==> src/rtl/spi_load_pkg.sv <==
// Shared types and constants for the SPI load sequencer.
// Read-FSM state encoding, page/word geometry and default sizing.
package spi_load_pkg;

    typedef enum logic [2:0] {
        StIdle,
        StAddr,
        StData,
        StWait,
        StFinish
    } read_state_e;

    localparam int unsigned PageBytes    = 4096;
    localparam int unsigned WordBytes    = 4;
    localparam int unsigned PageWords    = PageBytes / WordBytes;
    localparam int unsigned DefMaxBurst  = 16;
    localparam int unsigned DefFifoDepth = 32;

endpackage

==> src/rtl/spi_load_fifo.sv <==
// Single-clock FIFO between the AXI read side and the SPI request side.
// Storage is not reset; only pointers and occupancy are.
module spi_load_fifo
    import spi_load_pkg::*;
#(
    parameter int unsigned Width = 32,
    parameter int unsigned Depth = DefFifoDepth
) (
    input  logic                   clk,
    input  logic                   rst_n,
    input  logic                   push,
    input  logic [Width-1:0]       push_data,
    input  logic                   pop,
    output logic [Width-1:0]       pop_data,
    output logic                   full,
    output logic                   empty,
    output logic [$clog2(Depth):0] count
);
    localparam int unsigned PtrW = $clog2(Depth);

    logic [Width-1:0] mem_q [Depth];
    logic [PtrW-1:0]  wr_ptr_q, rd_ptr_q;
    logic [PtrW:0]    count_q;
    logic             do_push, do_pop;

    assign full     = (count_q == (PtrW + 1)'(Depth));
    assign empty    = (count_q == '0);
    assign count    = count_q;
    assign pop_data = mem_q[rd_ptr_q];
    assign do_push  = push && !full;
    assign do_pop   = pop && !empty;

    always_ff @(posedge clk or negedge rst_n) begin
        if (!rst_n) begin
            wr_ptr_q <= '0;
            rd_ptr_q <= '0;
            count_q  <= '0;
        end else begin
            if (do_push) wr_ptr_q <= wr_ptr_q + PtrW'(1);
            if (do_pop)  rd_ptr_q <= rd_ptr_q + PtrW'(1);
            count_q <= count_q + {{PtrW{1'b0}}, do_push} - {{PtrW{1'b0}}, do_pop};
        end
    end

    always_ff @(posedge clk) begin
        if (do_push) mem_q[wr_ptr_q] <= push_data;
    end

endmodule

==> src/rtl/spi_load_sequencer.sv <==
// Streams word_cnt words from AXI memory into SPI write requests.
// The read FSM reserves FIFO space per burst; the SPI side drains the FIFO independently.
module spi_load_sequencer
    import spi_load_pkg::*;
#(
    parameter int unsigned C_ADDR_WIDTH = 64,
    parameter int unsigned C_DATA_WIDTH = 32,
    parameter int unsigned C_MAX_BURST  = DefMaxBurst,
    parameter int unsigned C_FIFO_DEPTH = DefFifoDepth
) (
    input  logic                    ap_clk,
    input  logic                    ap_rst_n,
    input  logic                    start,
    input  logic [C_ADDR_WIDTH-1:0] base_addr,
    input  logic [31:0]             word_cnt,
    input  logic [31:0]             spi_base,
    output logic                    busy,
    output logic                    done,
    output logic                    err,
    output logic                    m_axi_arvalid,
    input  logic                    m_axi_arready,
    output logic [C_ADDR_WIDTH-1:0] m_axi_araddr,
    output logic [7:0]              m_axi_arlen,
    input  logic                    m_axi_rvalid,
    output logic                    m_axi_rready,
    input  logic [C_DATA_WIDTH-1:0] m_axi_rdata,
    input  logic                    m_axi_rlast,
    output logic                    spi_req_valid,
    input  logic                    spi_req_ready,
    output logic [31:0]             spi_req_addr,
    output logic [C_DATA_WIDTH-1:0] spi_req_data
);
    localparam int unsigned CntW = $clog2(C_FIFO_DEPTH) + 1;

    read_state_e             state_q, state_d;
    logic                    busy_q, busy_d, done_q, done_d, err_q, err_d;
    logic                    arvalid_q, arvalid_d;
    logic [C_ADDR_WIDTH-1:0] araddr_q, araddr_d;
    logic [7:0]              arlen_q, arlen_d;
    logic [31:0]             rem_q, rem_d, spi_base_q, spi_base_d, idx_q, idx_d;
    logic [8:0]              beats_out_q, beats_out_d;
    logic [31:0]             beats, free;
    logic [10:0]             page_words;
    logic                    accept, push, pop, fifo_full, fifo_empty;
    logic [CntW-1:0]         fifo_count;
    logic [C_DATA_WIDTH-1:0] fifo_head;

    assign accept        = start && !busy_q;
    assign m_axi_rready  = (state_q == StData) && !fifo_full;
    assign push          = m_axi_rready && m_axi_rvalid;
    assign spi_req_valid = !fifo_empty;
    assign pop           = spi_req_valid && spi_req_ready;
    assign spi_req_addr  = (spi_base_q + idx_q) << 2;
    assign spi_req_data  = fifo_empty ? '0 : fifo_head;
    assign busy          = busy_q;
    assign done          = done_q;
    assign err           = err_q;
    assign m_axi_arvalid = arvalid_q;
    assign m_axi_araddr  = araddr_q;
    assign m_axi_arlen   = arlen_q;

    // Words left before the next 4 KB page; always 1..PageWords for aligned addresses.
    assign page_words = 11'(PageWords) - {1'b0, araddr_q[11:2]};

    always_comb begin
        beats = C_MAX_BURST;
        if (rem_q < beats) beats = rem_q;
        if ({21'd0, page_words} < beats) beats = {21'd0, page_words};
    end

    // Outstanding beats already own FIFO slots, so they count against free space.
    assign free = C_FIFO_DEPTH - 32'(fifo_count) - 32'(beats_out_q);

    always_comb begin
        state_d     = state_q;
        busy_d      = busy_q;
        done_d      = 1'b0;
        err_d       = err_q;
        arvalid_d   = arvalid_q;
        araddr_d    = araddr_q;
        arlen_d     = arlen_q;
        rem_d       = rem_q;
        spi_base_d  = spi_base_q;
        idx_d       = idx_q;
        beats_out_d = beats_out_q;

        if (pop) idx_d = idx_q + 32'd1;
        if (done_q) busy_d = 1'b0;

        unique case (state_q)
            StIdle: begin
                if (accept) begin
                    busy_d     = 1'b1;
                    err_d      = 1'b0;
                    araddr_d   = base_addr;
                    rem_d      = word_cnt;
                    spi_base_d = spi_base;
                    idx_d      = '0;
                    state_d    = (word_cnt == '0) ? StFinish : StAddr;
                end
            end
            StAddr: begin
                if (!arvalid_q) begin
                    if (free >= beats) begin
                        arvalid_d = 1'b1;
                        arlen_d   = 8'(beats - 32'd1);
                    end
                end else if (m_axi_arready) begin
                    arvalid_d   = 1'b0;
                    araddr_d    = araddr_q + C_ADDR_WIDTH'(beats * WordBytes);
                    rem_d       = rem_q - beats;
                    beats_out_d = 9'(beats);
                    state_d     = StData;
                end
            end
            StData: begin
                if (push) begin
                    beats_out_d = beats_out_q - 9'd1;
                    // The burst ends on the planned beat count regardless of rlast.
                    if (beats_out_q == 9'd1) begin
                        if (!m_axi_rlast) err_d = 1'b1;
                        state_d = (rem_q != '0) ? StAddr : StWait;
                    end else if (m_axi_rlast) begin
                        err_d = 1'b1;
                    end
                end
            end
            StWait: begin
                if (fifo_empty) state_d = StFinish;
            end
            StFinish: begin
                done_d  = 1'b1;
                state_d = StIdle;
            end
            default: state_d = StIdle;
        endcase
    end

    always_ff @(posedge ap_clk or negedge ap_rst_n) begin
        if (!ap_rst_n) begin
            state_q     <= StIdle;
            busy_q      <= 1'b0;
            done_q      <= 1'b0;
            err_q       <= 1'b0;
            arvalid_q   <= 1'b0;
            araddr_q    <= '0;
            arlen_q     <= '0;
            rem_q       <= '0;
            spi_base_q  <= '0;
            idx_q       <= '0;
            beats_out_q <= '0;
        end else begin
            state_q     <= state_d;
            busy_q      <= busy_d;
            done_q      <= done_d;
            err_q       <= err_d;
            arvalid_q   <= arvalid_d;
            araddr_q    <= araddr_d;
            arlen_q     <= arlen_d;
            rem_q       <= rem_d;
            spi_base_q  <= spi_base_d;
            idx_q       <= idx_d;
            beats_out_q <= beats_out_d;
        end
    end

    spi_load_fifo #(
        .Width (C_DATA_WIDTH),
        .Depth (C_FIFO_DEPTH)
    ) u_fifo (
        .clk       (ap_clk),
        .rst_n     (ap_rst_n),
        .push      (push),
        .push_data (m_axi_rdata),
        .pop       (pop),
        .pop_data  (fifo_head),
        .full      (fifo_full),
        .empty     (fifo_empty),
        .count     (fifo_count)
    );

endmodule

==> config.mk <==
export PLATFORM = sky130hd
export DESIGN_NAME = spi_load_sequencer
export DESIGN_NICKNAME = d
export VERILOG_FILES = /design/src/rtl/spi_load_pkg.sv /design/src/rtl/spi_load_fifo.sv /design/src/rtl/spi_load_sequencer.sv
export SDC_FILE = /design/constraint.sdc
export NUM_CORES = 2
export LEC_CHECK = 0
export ABC_AREA = 0
export CAP_MARGIN = 20
export CORE_ASPECT_RATIO = 1.2
export CORE_MARGIN = 2
export CORE_UTILIZATION = 60
export CTS_CLUSTER_DIAMETER = 150
export DETAILED_ROUTE_END_ITERATION = 8
export GPL_TIMING_DRIVEN = 0
export PLACE_DENSITY_LB_ADDON = 0.15
export SLEW_MARGIN = 0
export SYNTH_ARGS = -nofsm -noshare
export SYNTH_HDL_FRONTEND = slang
export SYNTH_HIERARCHICAL = 1
export SYNTH_SLANG_ARGS = --single-unit
==> constraint.sdc <==
create_clock -name ap_clk -period 19 [get_ports ap_clk]
set_clock_uncertainty 0.15 [all_clocks]
set_input_delay 3.8 -clock ap_clk [delete_from_list [all_inputs] [get_ports ap_clk]]
set_output_delay 3.8 -clock ap_clk [all_outputs]
set_load 0.1 [all_outputs]
Word-level counts from Yosys, hierarchy flattened --
Memory sizes are Yosys's and may differ from the RTL's. Index checks and enable logic that the tools add are counted.
Storage, ports and cells: output and inout port bits 142, memories kept 1, RAM bits 1024, word-level logic and storage cells 110, input port bits 167, bits in latches 0, ROM bits 0, bits in registers 198
Operators by class: mux-type cells 42, reductions and logical operators 22, add/subtract/negate cells 13, multiply operators 0, divide/modulo/power cells 0, equal/unequal tests 14, bitwise operators 1, $lt $le $gt $ge 3, shift-type cells 0
Memory list:
- u_fifo.mem_q | depth 32, bits a word 32, rd ports 1, clocked after memory_dff 0, write ports 1, RTL line spi_load_fifo.sv:21 | logic [Width-1:0] mem_q [Depth];
Operators with widths (number):
- 32-bit 2-to-1 mux | 9
- 64-bit 2-to-1 mux | 3
- 64-bit case mux with 2 select lines | 1
- 64-bit by 34-bit adder with 64-bit output | 1
- 32-bit case mux with 2 select lines | 1
- 32-bit by 1-bit adder with 32-bit output (second input constant) | 1
- 32-bit greater-or-equal comparator | 1
- 32-bit logical NOT | 1
- 11-bit by 32-bit less-than comparator with 1-bit output | 1
- 32-bit by 5-bit less-than comparator with 1-bit output (second input constant) | 1
- 32-bit nonzero test | 1
- 32-bit subtractor | 1
- 30-bit adder | 1
- 9-bit 2-to-1 mux | 3
- 3-bit 2-to-1 mux | 7
- 9-bit case mux with 2 select lines | 1
- 1-bit 2-to-1 mux | 14
- 3-bit case mux with 4 select lines | 1
- 11-bit by 10-bit subtractor with 11-bit output (first input constant) | 1
- 7-bit by 10-bit subtractor with 11-bit output | 1
- 5-bit by 1-bit adder with 5-bit output (second input constant) | 2
- 9-bit by 1-bit equality test with 1-bit output (second input constant) | 1
- 9-bit by 1-bit subtractor with 9-bit output (second input constant) | 1
- 2-bit != test (second input constant) | 4
- other kinds (24) | 36

Longest topological paths before layout --
depth in word-level cells 8, mapped depth 33, mapped depth without buffers 31

By module --
The synthesis kept the hierarchy.
By module, submodules not included:
- spi_load_fifo | cells an instance 1801, area an instance 39674.3 um^2, seq. area each 31149.9 um^2, instances 1
- spi_load_sequencer | cells an instance 1915, area an instance 15175.8 um^2, seq. area each 4504.3 um^2, instances 1

Worst setup path before layout --
Ideal clock, no wire load.
path type register to output, from reg idx_q[0], to out spi_req_addr[30], setup slack 10.304 ns, cell stages (with the launch flop) 20, buffers on the path 0, arrival time 4.746 ns, required time 15.050 ns, path through dfrtp_1 ha_1 inv_1 fa_1 nor2b_1 o21ai_0 a21boi_0 o21ai_0 a21boi_0 o21ai_0 a21boi_0 o21ai_0 a21oi_1 nand2_1 a31oi_1 a21oi_1 a21o_1 o2111ai_1 a21oi_1 xnor2_1
Between the ends: word-level cells in the longest chain between the ends 1
RTL lines:
- start, declared | RTL line spi_load_sequencer.sv:40 | logic [31:0] rem_q, rem_d, spi_base_q, spi_base_d, idx_q, idx_d;
- start signal, assigned | RTL line spi_load_sequencer.sv:162 | idx_q <= idx_d;
- 30-bit adder | RTL line spi_load_sequencer.sv:53 | assign spi_req_addr = (spi_base_q + idx_q) << 2;
- end, declared | RTL line spi_load_sequencer.sv:30 | output logic [31:0] spi_req_addr,
Every way passes these cells.

Final worst setup path --
Ends and elaborated chain as after synthesis.

==> out/summary.txt <==
=====================================================================================
First-pass GRT wire length                                                  228800 um
Hold path cells                                                                     2
Final hold vios                                                                     0
Min-Delay Startpoint                                                     m_axi_araddr[1]$_DFFE_PN0P_
Largest stage delay, worst path                                               1160 ps
Cell type group with the largest total delay on the critical path        compound AO/OA/AOI/OAI gates
Post-layout net count                                                            4571
Number of unique standard cell types used by synthesis                             98
Start point of the critical path                                         idx_q[0]$_DFF_PN0_
Depth of the CTS H-tree                                                             3
Hold-fix buffers, CTS                                                               0
Synthesized netlist cell count                                                   3716
Slew margin rel.                                                               0.2220
Ys flop type                                                             sky130_fd_sc_hd__edfxtp_1
Post-detail-place hpwl                                                      107900 um
Floorplan row count                                                               121
Share of flip-flops with an asynchronous set or reset                          0.1607
Fraction of final layout cells sized beyond drive strength 1                   0.1266
Clock latency of the later-clocked register in the worst-skew pair             700 ps
Sink of the worst hold path                                              m_axi_araddr[1]$_DFFE_PN0P_
Critical Path Slowest Stage Cell                                         sky130_fd_sc_hd__clkdlybuf4s50_1
Depth of the worst register-to-register path                                       29
Overflow left after global routing                                                  0
Initial antenna violation count                                                    10
Worst path bufs/invs                                                                2
WL/cell                                                                      28.39 um
Max frequency                                                               102.3 MHz
Num Clock Sinks                                                                  1220
Count of fill cells added during filler insertion                                5822
Total detailed-routing wirelength                                           156800 um
Number of pins with negative max-slew slack in the final report                     0
Register-to-Register Setup Slack                                             10590 ps
Setup repair after global routing missed its margin                             false
Capturing element type of the critical path                                output pin
Final clock period utilization by the worst path                               0.5147
Count of synthesis-stage warnings from yosys                                        6
Largest fanout of any net on the critical path                                      5
First drt pass iteration count                                                      8
Die W                                                                        280.0 um
Number of failing setup endpoints in the final timing report                        0
Die height                                                                   335.2 um
Maxcap violations                                                                   0
Endpoint of the most critical register-to-register path                  m_axi_araddr[54]$_DFFE_PN0P_
Global routing usage summed across all routing layers                          0.3339
Flop and latch count out of synthesis                                            1220
Cell-by-cell trace of the critical path                                  ha_1 > inv_1 > fa_1 > nor2b_1 > o21ai_0 > a21boi_0 > o21ai_0 > a21boi_0 > o21ai_0 > a21boi_0 > o21ai_0 > a21oi_1 > nand2_1 > a31oi_1 > a21oi_1 > a21o_1 > o2111ai_1 > a21oi_1 > xnor2_1 > clkdlybuf4s50_1
Relative area change from synthesis to final layout                            17.90%
Commonest cells after routing, fill and taps aside                       1024 x sky130_fd_sc_hd__edfxtp_1, 303 x sky130_fd_sc_hd__clkdlybuf4s50_1, 281 x sky130_fd_sc_hd__nand2_1, 233 x sky130_fd_sc_hd__a21oi_1, 196 x sky130_fd_sc_hd__dfrtp_1
Worst R2R Start                                                          m_axi_araddr[3]$_DFFE_PN0P_
Count of boundary I/O pins                                                        309
Initial Utilization                                                            0.6048
Leakage Power                                                              0.02305 uW
Power per cell area                                                      175.4 nW/um^2
Cell area after synthesis                                                 54850 sq um
Count of routing violations after the opening detailed-route iteration           3909
Minimum clock period                                                          9778 ps
Clock tree from TritonCTS                                                        done
Worst hold slack after final layout                                          335.4 ps
Post-route ant nets                                                                 0
Worst VDD drop                                                              0.1729 mV
Category of the most critical setup path                                   reg -> out
Post-CTS setup buffer count                                                         0
Type of the most critical hold path                                        reg -> reg
Clk slew on worst S/H paths                                                     70 ps
Endpoint arrival time on the critical path                                    5830 ps
Utilization of the core after routing                                          0.7131
Number of synthesized flops with an enable pin                                   1024
Number of global-route vias before repair                                       36090
Portion of the post-synthesis area used by sequential elements                 0.6500
Synth top area cells                                                     sky130_fd_sc_hd__edfxtp_1 56%, sky130_fd_sc_hd__dfrtp_1 8.9%, sky130_fd_sc_hd__mux4_2 7.9%
Share of the synthesized area in the top cell type                             0.5606
Top cell by count, worst path                                            sky130_fd_sc_hd__o21ai_0
Port Buffers                                                                      304
Maximum number of pins on one net before global-route repair                      116
Post-cts resize count                                                               0
Number of buffers inserted during clock tree synthesis                            113
Critical path launch point type                                                  flop
Data required time at the worst endpoint                                     15050 ps
DRC errors left                                                                     0
Slew at the pin closest to its max-slew limit                                 1163 ps
Core area                                                                 90690 sq um
Mean instance size in the synthesized netlist                             14.76 sq um
Die area                                                                  93860 sq um
Post-synthesis cell type with the largest combined area                  sky130_fd_sc_hd__edfxtp_1
Result of the run                                                        finished, final reports clean
Clock tree root driver cell                                              sky130_fd_sc_hd__clkbuf_16
Max Root-Sink Buffers                                                               3
Most common library cell in the layout ignoring fill and taps            sky130_fd_sc_hd__edfxtp_1
Final weighted congestion in routability-driven placement                      0.9535
Setup TNS                                                                        0 ps
Vias after detailed routing                                                     36070
Post-DR vias/cell                                                               6.531
=====================================================================================
[state kept, by name (all words and copies together) (netlist names)]
name	flops
u_fifo/mem_q	1024
m_axi_araddr	64
rem_q	32
idx_q	30
spi_base_q	30
beats_out_q	9
m_axi_arlen	8
u_fifo/count	6
u_fifo/rd_ptr_q	5
u_fifo/wr_ptr_q	5
state_q	3
busy	1
done	1
err	1
m_axi_arvalid	1
[synthesized netlist by cell type (13+ instances only)]
master / instances
sky130_fd_sc_hd__a21o_1: 40
sky130_fd_sc_hd__inv_1: 85
sky130_fd_sc_hd__a2bb2oi_1: 13
sky130_fd_sc_hd__buf_4: 25
sky130_fd_sc_hd__xor2_1: 55
sky130_fd_sc_hd__dfrtp_1: 196
sky130_fd_sc_hd__a22o_1: 33
sky130_fd_sc_hd__a31oi_1: 21
sky130_fd_sc_hd__nand3_1: 54
sky130_fd_sc_hd__xnor2_1: 83
sky130_fd_sc_hd__o22ai_1: 57
sky130_fd_sc_hd__mux2i_1: 133
sky130_fd_sc_hd__nand2b_1: 18
sky130_fd_sc_hd__nand4_1: 28
sky130_fd_sc_hd__buf_1: 18
sky130_fd_sc_hd__ha_1: 151
sky130_fd_sc_hd__o21ai_0: 135
sky130_fd_sc_hd__edfxtp_1: 1024
sky130_fd_sc_hd__nor2b_1: 58
sky130_fd_sc_hd__buf_2: 30
sky130_fd_sc_hd__clkbuf_1: 114
sky130_fd_sc_hd__a21oi_1: 233
sky130_fd_sc_hd__nor3_1: 26
sky130_fd_sc_hd__and3_1: 41
sky130_fd_sc_hd__o221ai_1: 34
sky130_fd_sc_hd__nor4_1: 22
sky130_fd_sc_hd__or3_1: 16
sky130_fd_sc_hd__nand2_1: 281
sky130_fd_sc_hd__a211oi_1: 75
sky130_fd_sc_hd__mux4_2: 192
sky130_fd_sc_hd__and2_1: 15
sky130_fd_sc_hd__nor2_1: 191
sky130_fd_sc_hd__a22oi_1: 43
[power by group]
part / internal (uW) / switching (uW)
sequential: 3100 / 200
combinational: 1860 / 3910
clock: 1260 / 1010
total: 6220 / 5120
[worst min-delay path: stages, from the launching register on]
cell,delay [ps]
sky130_fd_sc_hd__dfrtp_1,350
sky130_fd_sc_hd__nand2_1,50
sky130_fd_sc_hd__nand2_1,60
[cell families after synthesis]
kind of cell | Yosys count | synth area share
flip-flops | 1220 | 0.6500
AND/OR/NAND/NOR | 794 | 0.06866
AO/OA/AOI/OAI | 791 | 0.09526
multiplexers | 334 | 0.1050
buffers and inverters | 279 | 0.02263
adder cells (fa/ha/maj) | 158 | 0.03629
XOR/XNOR | 138 | 0.02204
other | 2 | 0.0001369
[cell type report]
type | instances | area, sq um | share of cell area
clock inverters | 66 | 630.6 | 0.009752
plain buffers | 193 | 918.4 | 0.01420
repair buffers | 351 | 4144 | 0.06408
diodes | 9 | 22.52 | 0.0003483
clock buffers | 144 | 3048 | 0.04713
flip-flops and latches | 1220 | 35650 | 0.5514
well taps | 1168 | 1461 | 0.02260
inverters | 86 | 322.8 | 0.004992
multi-input cells | 2285 | 18470 | 0.2855
[through the flow]
| step | setup slack, ps | total power, uW | instances | area (sq um) |
|---|---|---|---|---|
| 6_report | 9222 | 11340 | 5522 | 64670 |
| 5_1_grt | 8703 | 11790 | 5517 | 64650 |
| 4_1_cts | 9233 | 11300 | 5502 | 64420 |
| 3_5_place_dp | 10020 | 9030 | 5292 | 60740 |
| 3_3_place_gp | 4831 | 8935 | 5256 | 59610 |
| 2_1_floorplan | 10300 | 7432 | 3784 | 55110 |
[worst max path at each step]
stage | to | cells past startpoint | slack (ps)
detailed placement | spi_req_addr[30] | 20 | 10020
CTS | spi_req_addr[30] | 20 | 9230
global route | spi_req_addr[30] | 20 | 8700
finish | spi_req_addr[30] | 20 | 9220
global placement | spi_base_q[25]$_DFFE_PN0P_ | 1 | 4830
floorplan | spi_req_addr[30] | 19 | 10300
[per-layer routing]
metal	GRT usage	vias to the layer above	part of all wire
met5	0	-	0.00022
met4	0.1641	6	0.052
met3	0.05886	423	0.087
met2	0.5747	2069	0.50
met1	0.4086	18030	0.36
li1	-	15540	-
Note: power is estimated with default switching activity, not from simulation.
